===== config.mk =====
export PLATFORM = sky130hd
export DESIGN_NAME = fetch_unit
export DESIGN_NICKNAME = d
export VERILOG_FILES = /design/src/rtl/fetch_unit_pkg.sv /design/src/rtl/fetch_unit.sv
export SDC_FILE = /design/constraint.sdc
export NUM_CORES = 1
export LEC_CHECK = 0
export BUFFER_PORTS_ARGS = -buffer_cell sky130_fd_sc_hd__buf_2
export CAP_MARGIN = 0
export CORE_MARGIN = 3
export CORE_UTILIZATION = 55
export CTS_CLUSTER_DIAMETER = 60
export DETAILED_ROUTE_END_ITERATION = 10
export PLACE_DENSITY = 0.81
export SYNTH_ARGS = -nofsm -noshare
export SYNTH_HDL_FRONTEND = slang
export SYNTH_SLANG_ARGS = --single-unit

===== constraint.sdc =====
create_clock -name clk -period 2.09 [get_ports clk]
set_input_delay 0.3135 -clock clk [delete_from_list [all_inputs] [get_ports clk]]
set_output_delay 0.3135 -clock clk [all_outputs]
set_load 0.05 [all_outputs]

===== src/rtl/fetch_unit_pkg.sv =====
// Shared pipeline-register types plus the fetch-stage state encoding and reset PC.
package fetch_unit_pkg;

    typedef struct packed {
        logic [8:0]  Curr_Pc;
        logic [31:0] Curr_Instr;
    } if_id_reg;

    typedef enum logic [1:0] {
        IDLE,
        REQ,
        HOLD,
        DISCARD
    } fetch_state_t;

    localparam logic [8:0] FETCH_RESET_PC = 9'h000;

    function automatic logic [8:0] next_pc(input logic [8:0] pc);
        return pc + 9'd4;
    endfunction

endpackage


===== src/rtl/fetch_unit.sv =====
// Instruction fetch stage: single-outstanding imem request, IF/ID register,
// stall/flush handling and redirect with discard of in-flight responses.
module fetch_unit
    import fetch_unit_pkg::*;
#(
    parameter logic [8:0] RESET_PC = FETCH_RESET_PC
) (
    input  logic        clk,
    input  logic        reset,
    input  logic        stall,
    input  logic        flush,
    input  logic        redirect_valid,
    input  logic [8:0]  redirect_pc,
    output logic        imem_req,
    output logic [8:0]  imem_addr,
    input  logic        imem_ack,
    input  logic [31:0] imem_rdata,
    output if_id_reg    if_id,
    output logic        if_id_valid
);

    fetch_state_t state;
    logic [8:0]   pc;
    logic [8:0]   drop_addr;
    if_id_reg     pending;

    // While discarding, the abandoned request's address stays on the bus until its ack.
    assign imem_req  = (state == REQ) || (state == DISCARD);
    assign imem_addr = (state == DISCARD) ? drop_addr : pc;

    always_ff @(posedge clk) begin
        if (!reset) begin
            state       <= IDLE;
            pc          <= RESET_PC;
            drop_addr   <= '0;
            pending     <= '0;
            if_id       <= '0;
            if_id_valid <= 1'b0;
        end else begin
            if (!stall) begin
                if_id_valid <= 1'b0;
            end

            case (state)
                IDLE: begin
                    state <= REQ;
                    if (redirect_valid) begin
                        pc <= redirect_pc;
                    end
                end

                REQ: begin
                    if (redirect_valid) begin
                        pc <= redirect_pc;
                        if (!imem_ack) begin
                            state     <= DISCARD;
                            drop_addr <= pc;
                        end
                    end else if (imem_ack) begin
                        if (stall) begin
                            pending <= '{Curr_Pc: pc, Curr_Instr: imem_rdata};
                            state   <= HOLD;
                        end else begin
                            if_id       <= '{Curr_Pc: pc, Curr_Instr: imem_rdata};
                            if_id_valid <= 1'b1;
                            pc          <= next_pc(pc);
                        end
                    end
                end

                HOLD: begin
                    if (redirect_valid) begin
                        pc      <= redirect_pc;
                        pending <= '0;
                        state   <= REQ;
                    end else if (!stall) begin
                        if_id       <= pending;
                        if_id_valid <= 1'b1;
                        pc          <= next_pc(pc);
                        state       <= REQ;
                    end
                end

                DISCARD: begin
                    if (redirect_valid) begin
                        pc <= redirect_pc;
                    end
                    if (imem_ack) begin
                        state <= REQ;
                    end
                end

                default: state <= IDLE;
            endcase

            // Flush overrides any hold or load scheduled above.
            if (flush) begin
                if_id       <= '0;
                if_id_valid <= 1'b0;
            end
        end
    end

endmodule


# Word-level counts from Yosys, hierarchy flattened
# Cells that the tools add are included.
# Widths: inputs -> output; s select.
# op_classes
add_sub_neg	1
multipliers	0
n_div	0
order_cmp	0
n_eq_ne	16
n_shift	0
mux	32
bitwise	2
reduce_logical	10
# ops
operator	count
$mux 41	9
$pmux 41 s2	2
$mux 9	6
$pmux 9 s3	1
$ne 2x2->1 const B	8
$mux 2	7
$ne 3x3->1 const B	4
$reduce_and 5->1	2
$add 9x3->9 const B	1
$pmux 2 s4	1
$reduce_and 6->1	1
$mux 1	5
$eq 2x2->1 const B	2
$reduce_or 2->1	2
$reduce_and 3->1	1
$eq 2x1->1 const B	1
$logic_not 2->1	1
$ne 2x1->1 const B	1
$not 1->1	2
$pmux 1 s2	1
$reduce_and 2->1	1
$reduce_bool 2->1	1
$logic_or 1x1->1	1
# totals
regBits	103
latch_bits	0
ram_bits	0
romBits	0
input_bits	47
out_inout_bits	52
elab_cells	69
memories	0

# Longest topological paths before layout
# depth
ltp_word	5
ltp_mapped	7

# Worst setup path after synthesis
# OpenSTA, ideal clock, no wires.
# synth_path
kind	register -> register
from	register state[1]
to	register if_id[0] in the netlist's numbering
t_arrival_ns	1.662
required_time_ns	2.004
path_slack_ns	0.343
path_stages_with_launch	8
period_less_slack_ns	1.747
path_cell_list	dfxtp_1 inv_1 ha_1 nand2b_4 o32ai_4 buf_2 nor2_1 a211oi_1
# synth_via
elab_chain_len	3
word_cells_on_any_way	10
# synth_rtl
item	line_no	text
start: declaration	fetch_unit.sv:22	fetch_state_t state;
start signal: assignment	fetch_unit.sv:33	state <= IDLE;
start signal: assignment	fetch_unit.sv:46	state <= REQ;
start signal: assignment	fetch_unit.sv:56	state <= DISCARD;
$eq 2x1->1 / $eq 2x2->1 (equally long branches)	fetch_unit.sv:44	case (state)
$ne 2x2->1 (no source line) / $reduce_bool 2->1 (equally long branches)	--	
$reduce_and 6->1 (no source line)	--	
end signal: assignment	fetch_unit.sv:64	if_id <= '{Curr_Pc: pc, Curr_Instr: imem_rdata};
end signal: assignment	fetch_unit.sv:77	if_id <= pending;
end: declaration	fetch_unit.sv:18	output if_id_reg if_id,
# Parallel ways exist; a longest one is shown, timed or not.
# A chain may end at the register's enable or synchronous reset.

# Final worst setup path
# layout_path
from	register state[0]
to	output imem_addr[5]
# layout_via
elab_chain_len	2
# layout_rtl
item	line_no	text
$eq 2x2->1	fetch_unit.sv:29	assign imem_addr = (state == DISCARD) ? drop_addr : pc;
$mux 9	fetch_unit.sv:29	
end: declaration	fetch_unit.sv:15	output logic [8:0] imem_addr,
# Every way passes these cells.

==> qor.csv <==
metric,value,unit
syn_area_per_cell,8.55,um2
setup-tns-final,0,ns
number_of_detailed_routing_iterations_run_before_antenna_repair,5,
power_density_normalized_to_cell_area,838,nW/um2
chipWidth,99.0,um
cell_family_contributing_the_most_delay_on_the_critical_path,flip-flops,
timing.clock.skew,0.00956,ns
cts_tree,built,
syn-num-nets,609,
cts.sink_count,103,
first_iter_violations,203,
avgRoutedWirePerCell,15.4,um
number_of_buffers_inserted_by_post_cts_setup_repair,0,
placedCellCount,724,
critical-path-slowest-cell,dfxtp_2,
period_needed,2.00,ns
yosys_most_used_dff,dfxtp_1,
timing.critical_path.fanout_max,9,
path_clk_slew,0.10,ns
final_max_slew_viol_count,0,
asyncSetResetFlopFracSynth,0,%
timing.critical_path.buf_inv,2,
io-pin-count,99,
overall_via_count_from_detail_route,4299,
clock-root-buffer,clkbuf_8,
antenna_found_initial,0,
synth.cells.most_frequent,"dfxtp_1, a21oi_1, nor2_1",
max_freq,501,MHz
cp.required,1.78,ns
synth.largest_area_cell,dfxtp_1,
worst_pin_slew,0.884,ns
worstPathArrival,1.68,ns
die_height,99.0,um
seqPwrFrac,47.3,%
grt.overflow.total,0,
synth_seq_area_share,43.4,%
avgViaCountPerCell,5.81,
leakagePower,2.24,nW
synth.cell_area,4750,um2
filler_cell_count,666,
flow.area_growth_from_synthesis,17.2,%
vdd.ir_drop.worst,0.445,mV
final_hold_viol_count,0,
slowest_delay,0.41,ns
drc,0,
run_status,finished clean,
worst_setup_path_start_kind,flip-flop,
yosysWarningCount,0,
switching_part_of_the_total,34.0,%
pin_count_of_the_biggest_net_entering_global_routing,45,
grt_pass1_vias,3981,
grt_setup_unrepaired,no,
cts_buffer_depth,2,
die_outline_area,9800,um2
crit_path_cell_trace,"ha_4, buf_6, mux2_2, buf_2",
worst_hold_path_type,primary input to flip-flop,
yosys.cell_count.top_type,dfxtp_1,
maxCapViolCount,0,
core_area,8300,um2
endpoint_kind,output pin,
clockPowerShare,26.6,%
port-buffer-count,98,
pwr-share-comb,26.1,%
ys_ff_latch,103,
antenna_cells,0,
synth.distinct_cells,39,
finalSetupViolations,0,
crit_type,flip-flop to output pin,
final_antenna_net_count,0,
gr-usage-all-layers,23.2,%
power.net_switching,1.59,mW
cts_inserted_buffers,9,
globalplace.congestion,0.855,
nets,683,
final_cell_count_no_fill,740,
power.internal,3.08,mW
final.period_utilization,95.6,%
multi_input_comb_area,2500,um2
hold_slack,0.182,ns
relSlewSlack,41.1,%
global_route_wire_length_before_repair,18900,um
synth_cells,556,
synth_area_leaders,"dfxtp_1, mux2i_1, a21oi_1",
clock_latency,0.37,ns
drt_wl_total,11400,um
cts_max_level,3,
dp_hpwl,7700,um
cell_row_count,33,
register_area,2060,um2
start_util,57.3,%
post_route_cells_drive_above_1_share,24.3,%
yosys.area.top_type_share,43.4,%
number_of_enable_flip_flop_cells_after_synthesis,0,
## what timing repair did
item | 4_1_cts | 5_1_grt
gates resized for setup | 4 | 3
gates cloned | 0 | 0
setup endpoints to repair | 8 | 33
pin swaps | 0 | 0
hold buffers | 0 | 0
## final cells by class
cell class                 count  area share (%)
clock buffer                  11            2.36
clock inverter                 5            1.06
inverter                       5           0.337
multi-input combinational    397            44.9
sequential                   103            37.0
tap                          105            2.36
timing repair buffer         114            12.0
## path summary, 6_finish.rpt
| kind | startpoint | end | slack, ns | cells past startpoint |
|---|---|---|---|---|
| setup / recovery | state[0] | imem_addr[5] | 0.09 | 4 |
| hold / removal | redirect_pc[0] | pc[0] | 0.18 | 3 |
| setup reg to reg | state[1] | pending[22] | 0.14 | 7 |
| hold reg to reg | pending[31] | pending[31] | 0.47 | 2 |
## cell usage in the layout (no fill, tap or decap), types with 5 or more instances in the layout
cell	Yosys	final
dfxtp_1	103	101
buf_2	12	98
o21ai_1	6	6
a211oi_1	44	44
o21ai_0	40	40
nor2b_1	42	42
a21oi_1	68	68
mux2i_1	36	36
buf_4	0	10
mux2_2	9	9
nor3_1	5	5
nand3_1	43	43
clkbuf_8	0	9
nor2_1	62	62
## cell families (layout without fill, tap and decap cells)
| kind of cell | count (synthesis) | count (layout) | share of synthesized area (%) |
|---|---|---|---|
| buf+inv | 56 | 135 | 4.84 |
| xor+xnor | 2 | 2 | 0.368 |
| flops | 103 | 103 | 43.4 |
| fa+ha+maj | 6 | 6 | 1.58 |
| simple gates | 172 | 172 | 18.2 |
| compound gates | 172 | 172 | 22.0 |
| mux | 45 | 45 | 9.71 |
## power by group through the flow
| stage | sequential [mW] | clock [mW] | combinational, mW |
|---|---|---|---|
| global route | 2.22 | 1.34 | 1.33 |
| CTS | 2.20 | 1.26 | 1.22 |
| detailed placement | 2.25 | 0 | 1.21 |
| finish | 2.21 | 1.24 | 1.22 |
| floorplan | 2.36 | 0 | 0.782 |
| global placement | 2.24 | 0 | 1.18 |
## metal layers
metal | up-vias | track usage, % | wire, um
li1 | 2116 | - | -
met1 | 2036 | 31.0 | 5050
met2 | 135 | 38.3 | 5540
met3 | 12 | 4.18 | 655
met4 | 0 | 6.93 | 148
met5 | - | 0 | 0
## worst reg2reg max path: cells and delay by family, from the launching register on
family	cells	cell delay, ns
fa+ha+maj	1	0.33
flops	1	0.37
compound gates	2	0.51
buf+inv	2	0.34
simple gates	2	0.33
## per-stage QoR
stage               util, %  instance area (um2)  power [mW]  setup WS, ns
global route           67.1                 5570        4.89        0.0101
CTS                    67.0                 5560        4.68        0.0198
global placement       64.6                 5360        3.41         0.241
finish                 67.1                 5570        4.67        0.0923
detailed placement     64.6                 5360        3.46        0.0746
floorplan                 -                 4750        3.14         0.343
(Power assumes the default switching activity.)
